## src/rtl/doble_dabble_inverso_pkg.sv

```systemverilog
// Shared widths, iteration count and FSM state type for the BCD-to-binary
// converter (reverse double-dabble).
package doble_dabble_pkg;

  localparam int ANCHO_BIN      = 10;
  localparam int ANCHO_BCD      = 12;
  localparam int N_ITER         = 10;
  localparam int ANCHO_TRABAJO  = ANCHO_BCD + ANCHO_BIN;
  localparam int ANCHO_CONT     = 4;

  typedef enum logic [1:0] {
    REPOSO    = 2'd0,
    CONVIERTE = 2'd1,
    FIN       = 2'd2
  } estado_t;

  function automatic logic digito_invalido(input logic [3:0] digito);
    return digito > 4'd9;
  endfunction

endpackage

```

## src/rtl/doble_dabble_inverso_if.sv

```systemverilog
// Start/digit/result bundle between a BCD source and the converter.
interface doble_dabble_inverso_if;
  import doble_dabble_pkg::*;

  logic                 Inicio;
  logic [3:0]           Centenas;
  logic [3:0]           Decenas;
  logic [3:0]           Unidades;
  logic [ANCHO_BIN-1:0] Binario;
  logic                 Ocupado;
  logic                 Listo;
  logic                 Error;

  modport master (
    output Inicio, Centenas, Decenas, Unidades,
    input  Binario, Ocupado, Listo, Error
  );

  modport slave (
    input  Inicio, Centenas, Decenas, Unidades,
    output Binario, Ocupado, Listo, Error
  );

endinterface

```

## src/rtl/doble_dabble_inverso_ajuste_bcd.sv

```systemverilog
// Nibble corrector for the reverse double-dabble: a digit that reads 8 or more
// after the right shift carried a half-ten in, so 3 is subtracted to compensate.
module ajuste_bcd (
  input  logic [3:0] in,
  output logic [3:0] out
);

  assign out = (in >= 4'd8) ? (in - 4'd3) : in;

endmodule

```

## src/rtl/doble_dabble_inverso.sv

```systemverilog
// Sequential three-digit BCD to 10-bit binary converter: one shift/correct
// step per cycle over a 22-bit working register, 11 cycles start to result.
module doble_dabble_inverso
  import doble_dabble_pkg::*;
(
  input  logic                    clk,
  input  logic                    rst,
  doble_dabble_inverso_if.slave   bus
);

  estado_t                  estado;
  estado_t                  estado_sig;
  logic [ANCHO_TRABAJO-1:0] trabajo;
  logic [ANCHO_TRABAJO-1:0] desplazado;
  logic [ANCHO_TRABAJO-1:0] trabajo_sig;
  logic [ANCHO_CONT-1:0]    contador;
  logic                     error_latch;
  logic [ANCHO_BIN-1:0]     binario_q;
  logic                     listo_q;
  logic                     error_q;
  logic [3:0]               corr_c;
  logic [3:0]               corr_d;
  logic [3:0]               corr_u;
  logic                     digitos_malos;
  logic                     cargar;
  logic                     iterar;
  logic                     terminar;
  logic                     ocupado;

  assign digitos_malos = digito_invalido(bus.Centenas) |
                         digito_invalido(bus.Decenas)  |
                         digito_invalido(bus.Unidades);

  // The correction acts on the already shifted value, all in one cycle.
  assign desplazado = trabajo >> 1;

  ajuste_bcd u_ajuste_c (.in(desplazado[21:18]), .out(corr_c));
  ajuste_bcd u_ajuste_d (.in(desplazado[17:14]), .out(corr_d));
  ajuste_bcd u_ajuste_u (.in(desplazado[13:10]), .out(corr_u));

  assign trabajo_sig = {corr_c, corr_d, corr_u, desplazado[ANCHO_BIN-1:0]};

  always_ff @(posedge clk or posedge rst) begin
    if (rst) begin
      estado <= REPOSO;
    end else begin
      estado <= estado_sig;
    end
  end

  always_comb begin
    estado_sig = estado;
    case (estado)
      REPOSO: begin
        if (bus.Inicio) begin
          estado_sig = digitos_malos ? FIN : CONVIERTE;
        end
      end
      CONVIERTE: begin
        if (contador == ANCHO_CONT'(1)) begin
          estado_sig = FIN;
        end
      end
      FIN:     estado_sig = REPOSO;
      default: estado_sig = REPOSO;
    endcase
  end

  always_comb begin
    cargar   = 1'b0;
    iterar   = 1'b0;
    terminar = 1'b0;
    ocupado  = 1'b0;
    case (estado)
      REPOSO: begin
        cargar = bus.Inicio;
      end
      CONVIERTE: begin
        iterar  = 1'b1;
        ocupado = 1'b1;
      end
      FIN: begin
        terminar = 1'b1;
        ocupado  = 1'b1;
      end
      default: begin
        cargar = 1'b0;
      end
    endcase
  end

  // Results are held until the next accepted start clears them.
  always_ff @(posedge clk or posedge rst) begin
    if (rst) begin
      trabajo     <= '0;
      contador    <= '0;
      error_latch <= 1'b0;
      binario_q   <= '0;
      listo_q     <= 1'b0;
      error_q     <= 1'b0;
    end else begin
      listo_q <= 1'b0;
      if (cargar) begin
        trabajo     <= {bus.Centenas, bus.Decenas, bus.Unidades, {ANCHO_BIN{1'b0}}};
        contador    <= ANCHO_CONT'(N_ITER);
        error_latch <= digitos_malos;
        binario_q   <= '0;
        error_q     <= 1'b0;
      end else if (iterar) begin
        trabajo  <= trabajo_sig;
        contador <= contador - ANCHO_CONT'(1);
      end else if (terminar) begin
        listo_q   <= 1'b1;
        binario_q <= error_latch ? '0 : trabajo[ANCHO_BIN-1:0];
        error_q   <= error_latch;
      end
    end
  end

  assign bus.Binario = binario_q;
  assign bus.Listo   = listo_q;
  assign bus.Error   = error_q;
  assign bus.Ocupado = ocupado;

endmodule

```

## src/flat_wrapper.sv

```systemverilog
// flat-port wrapper written by rule: the top's interface ports become plain ports
module doble_dabble_inverso_flat import doble_dabble_pkg::*;
  (clk, rst, bus_Inicio, bus_Centenas, bus_Decenas, bus_Unidades, bus_Binario, bus_Ocupado, bus_Listo, bus_Error);
  doble_dabble_inverso_if bus_i ();
  input  logic clk;
  input  logic rst;
  input wire logic [$bits(bus_i.Inicio)-1:0] bus_Inicio;
  input wire logic [$bits(bus_i.Centenas)-1:0] bus_Centenas;
  input wire logic [$bits(bus_i.Decenas)-1:0] bus_Decenas;
  input wire logic [$bits(bus_i.Unidades)-1:0] bus_Unidades;
  output wire logic [$bits(bus_i.Binario)-1:0] bus_Binario;
  output wire logic [$bits(bus_i.Ocupado)-1:0] bus_Ocupado;
  output wire logic [$bits(bus_i.Listo)-1:0] bus_Listo;
  output wire logic [$bits(bus_i.Error)-1:0] bus_Error;
  assign bus_i.Inicio = bus_Inicio;
  assign bus_i.Centenas = bus_Centenas;
  assign bus_i.Decenas = bus_Decenas;
  assign bus_i.Unidades = bus_Unidades;
  assign bus_Binario = bus_i.Binario;
  assign bus_Ocupado = bus_i.Ocupado;
  assign bus_Listo = bus_i.Listo;
  assign bus_Error = bus_i.Error;
  doble_dabble_inverso u_core (.clk(clk), .rst(rst), .bus(bus_i));
endmodule
```

## config.mk

```make
export PLATFORM = sky130hd
export DESIGN_NAME = doble_dabble_inverso_flat
export DESIGN_NICKNAME = d
export VERILOG_FILES = /design/src/rtl/doble_dabble_inverso_pkg.sv /design/src/rtl/doble_dabble_inverso_if.sv /design/src/rtl/doble_dabble_inverso_ajuste_bcd.sv /design/src/rtl/doble_dabble_inverso.sv /design/src/flat_wrapper.sv
export SDC_FILE = /design/constraint.sdc
export NUM_CORES = 1
export LEC_CHECK = 0
export ABC_AREA = 1
export ABC_CLOCK_PERIOD_IN_PS = 1600
export CAP_MARGIN = 20
export CORE_UTILIZATION = 35
export DETAILED_ROUTE_END_ITERATION = 16
export GPL_ROUTABILITY_DRIVEN = 0
export PLACE_DENSITY = 0.62
export SLEW_MARGIN = 20
export SYNTH_ARGS = -nofsm -noshare
export SYNTH_HDL_FRONTEND = slang
export SYNTH_SLANG_ARGS = --single-unit
```

## constraint.sdc

```tcl
create_clock -name clk -period 1.6 [get_ports clk]
set_clock_uncertainty 0.2 [all_clocks]
set_input_delay 0.32 -clock clk [delete_from_list [all_inputs] [get_ports clk]]
set_output_delay 0.32 -clock clk [all_outputs]
set_load 0.005 [all_outputs]
```

==> qor.json <==
{
  "syn-num-nets": 254,
  "worstReg2RegStart": "u_core.estado[0]",
  "finalCritPeriodShare_pct": 103,
  "crit-reg2reg-capture": "u_core.bus.Binario[6]",
  "report.final.setup_viol": 10,
  "critical_path_peak_fanout": 8,
  "clock_sinks": 41,
  "max_freq_ghz": 0.608,
  "htree_levels": 2,
  "globalRouteTotalUtil_pct": 16.0,
  "grt_setup_unrepaired": "true",
  "viasPerCell": 4.64,
  "synth_cell_types": 29,
  "start_util_pct": 37.1,
  "first_global_vias": 1737,
  "timing_worst_setup_path_type": "flip-flop to flip-flop",
  "route.antenna.remaining_nets": 0,
  "p_leak_nw": 1.35,
  "dp_hpwl_mm": 3.03,
  "post_synth_inst_count": 228,
  "clock-root-buffer": "sky130_fd_sc_hd__clkbuf_8",
  "timing_max_transition_violations_final": 0,
  "final_net_count": 319,
  "synth-seq-cells": 41,
  "timing.critical_path.to_type": "flip-flop",
  "cp_num_buf_inv": 6,
  "fp.dieH_um": 79.4,
  "post_synth.cell_area_avg_um2": 9.19,
  "grt_antenna_before_repair": 0,
  "setup.worst_path.start_class": "flip-flop",
  "hold_class": "input pin to asynchronous set/reset pin",
  "maximum_number_of_pins_on_one_net_before_global_route_repair": 42,
  "drt_drc_violations_left": 0,
  "antenna_cells": 0,
  "design.core.area_um2": 5640,
  "tritoncts_clock_tree": "built",
  "initialDrtViolationCount": 99,
  "syn_area_um2": 2100,
  "rrSetupSlack_ns": -0.04,
  "power_per_cell_area_nw_per_um2": 1630,
  "global_route_wire_length_before_repair_mm": 7.78,
  "min_period_ns": 1.64,
  "clkSlewWorstSetupHoldPaths_ns": 0.08,
  "worstPathCellList": "inv_2 -> buf_4 -> buf_6 -> ha_4 -> inv_2 -> a21oi_4 -> buf_6 -> buf_16 -> a21oi_1",
  "placement_rows": 27,
  "hold_buffers": 0,
  "timing.final.hold_violations": 0,
  "total_power_mw": 4.83,
  "cts-buffers-inserted": 5,
  "critical_path_arrival_ns": 1.63,
  "finalWirelength_mm": 4.47,
  "grt_remaining_overflow": 0,
  "timing_worst_slew_pin_value_ns": 0.276,
  "clk-insertion-delay-late_ns": 0.29,
  "timing.reg2reg.worst_path_depth": 9,
  "peakVddDrop_v": 0.000707,
  "crit_path_top_delay_cell": "sky130_fd_sc_hd__dfrtp_1",
  "first_pass_detailed_route_iteration_total": 4,
  "ys_seq_area_share_pct": 49.0,
  "postPlaceCellArea_um2": 2610,
  "outcome": "finished, violations left",
  "max_cap_viol_count": 0,
  "area_delta_synth_final_pct": 41.2,
  "fp.dieArea_um2": 6300,
  "die_x_um": 79.4,
  "post-route-cell-area_um2": 2960,
  "clock_path_buffers": 2,
  "worst_path_dominant_cell_family": "buffers and inverters",
  "cp.required_ns": 1.58,
  "setup_ws_ns": -0.0435,
  "max_slew_margin_pct": 81.5,
  "mostFrequentLayoutCells": "sky130_fd_sc_hd__nand2_1 (44), sky130_fd_sc_hd__dfrtp_1 (41), sky130_fd_sc_hd__inv_1 (28)",
  "post_drt_wl_per_cell_um": 12.2,
  "dr_total_vias": 1699,
  "total_i_o_pin_count": 28,
  "violations_in_the_final_reports": "negative setup slack",
  "port-buffer-count": 27,
  "leading_cell_type_in_the_layout_fill_and_taps_excluded": "sky130_fd_sc_hd__nand2_1",
  "share_of_layout_cells_above_drive_strength_1_pct": 27.6,
  "cpPeakStageDelay_ns": 0.40,
  "yosys_warnings": 0
}
[report_power, final]
| group | internal [mW] | switching [mW] | total [mW] |
|---|---|---|---|
| clock | 0.620 | 0.364 | 0.984 |
| sequential | 1.36 | 0.180 | 1.54 |
| combinational | 1.15 | 1.15 | 2.31 |
| total | 3.13 | 1.70 | 4.83 |
[cell type report]
cell class / instances / area [µm²]
tap: 72 / 90.1
fill: 516 / 2680
clock buffer: 5 / 68.8
multi-input combinational: 144 / 931
timing repair buffer: 65 / 629
sequential: 41 / 1030
inverter: 36 / 149
clock inverter: 3 / 65.1
[synthesized netlist by cell type]
library cell	n	area [µm²]
sky130_fd_sc_hd__ha_1	11	138
sky130_fd_sc_hd__nand3_1	9	45.0
sky130_fd_sc_hd__o21ai_1	4	20.0
sky130_fd_sc_hd__o21ai_0	18	90.1
sky130_fd_sc_hd__o21ai_2	1	8.76
sky130_fd_sc_hd__buf_2	1	5.00
sky130_fd_sc_hd__clkinv_1	1	3.75
sky130_fd_sc_hd__inv_2	2	7.51
sky130_fd_sc_hd__a21oi_4	1	16.3
sky130_fd_sc_hd__inv_1	32	120
sky130_fd_sc_hd__a21oi_2	3	26.3
sky130_fd_sc_hd__a21oi_1	11	55.1
sky130_fd_sc_hd__buf_12	2	40.0
sky130_fd_sc_hd__o221ai_1	3	26.3
sky130_fd_sc_hd__nand2_2	1	6.26
sky130_fd_sc_hd__o211ai_1	8	60.1
sky130_fd_sc_hd__inv_6	1	8.76
sky130_fd_sc_hd__buf_4	4	30.0
sky130_fd_sc_hd__dfrtp_1	41	1030
sky130_fd_sc_hd__nor2_1	14	52.6
sky130_fd_sc_hd__xnor2_1	2	17.5
sky130_fd_sc_hd__nand4_1	4	25.0
sky130_fd_sc_hd__nor2_2	2	12.5
sky130_fd_sc_hd__nor2_4	3	33.8
sky130_fd_sc_hd__nand2_1	44	165
sky130_fd_sc_hd__a22oi_1	1	7.51
sky130_fd_sc_hd__nand2_4	2	22.5
sky130_fd_sc_hd__o22ai_1	1	6.26
sky130_fd_sc_hd__nand2_8	1	20.0
[sequential cells by signal (all words and copies together), names as in the netlist]
name and count:
u_core.trabajo 22, u_core.bus.Binario 10, u_core.contador 4, u_core.estado 2, u_core.bus.Error 1, u_core.bus.Listo 1, u_core.error_latch 1
[per-stage QoR]
stage | setup WS [ns] | setup TNS [ns] | cells | hold WS [ns] | util (%)
floorplan | 0.0107 | 0 | 228 | 0.241 | -
global placement | -0.181 | -5.20 | 343 | 0.276 | 46.2
detailed placement | -0.229 | -6.60 | 343 | 0.281 | 46.2
CTS | -0.0523 | -0.218 | 362 | 0.191 | 51.0
global route | -0.130 | -1.50 | 366 | 0.203 | 52.5
finish | -0.0435 | -0.311 | 366 | 0.184 | 52.5
[per-layer routing]
metal / vias up / part of all wire [%] / GRT usage [%]
li1: 866 / - / -
met1: 792 / 46 / 19.6
met2: 37 / 49 / 27.7
met3: 4 / 4.1 / 3.43
met4: 0 / 0.78 / 5.64
met5: - / 0 / 0
[what timing repair did]
action,4_1_cts,5_1_grt
cloned,1,0
resized for setup,33,21
pin swaps,2,9
setup buffers,11,5
setup endpoints to repair,17,33
hold endpoints to repair,0,0
[kinds of logic after synthesis]
| logic type | count (synthesis) | synth area share (%) |
|---|---|---|
| AND/OR/NAND/NOR | 80 | 18.3 |
| XOR/XNOR | 2 | 0.836 |
| AO/OA/AOI/OAI | 51 | 15.1 |
| buffers and inverters | 43 | 10.3 |
| adder cells (fa/ha/maj) | 11 | 6.57 |
| flip-flops | 41 | 49.0 |
[worst max-delay path by stage]
stage | from | end | slack [ns] | depth (start not counted)
floorplan | u_core.estado[0] | u_core.bus.Binario[8] | 0.01 | 9
global placement | bus_Inicio | u_core.trabajo[15] | -0.18 | 7
detailed placement | bus_Inicio | u_core.trabajo[15] | -0.23 | 7
CTS | u_core.estado[0] | bus_Ocupado | -0.05 | 3
global route | u_core.estado[1] | u_core.trabajo[15] | -0.13 | 8
finish | u_core.estado[0] | u_core.bus.Binario[6] | -0.04 | 9
[worst min-delay path, cell delays in order]
cell and delay, ns:
sky130_fd_sc_hd__clkdlybuf4s50_1 0.40, sky130_fd_sc_hd__inv_1 0.09, sky130_fd_sc_hd__buf_12 0.24
No activity file was read; power rests on OpenSTA's default activity.
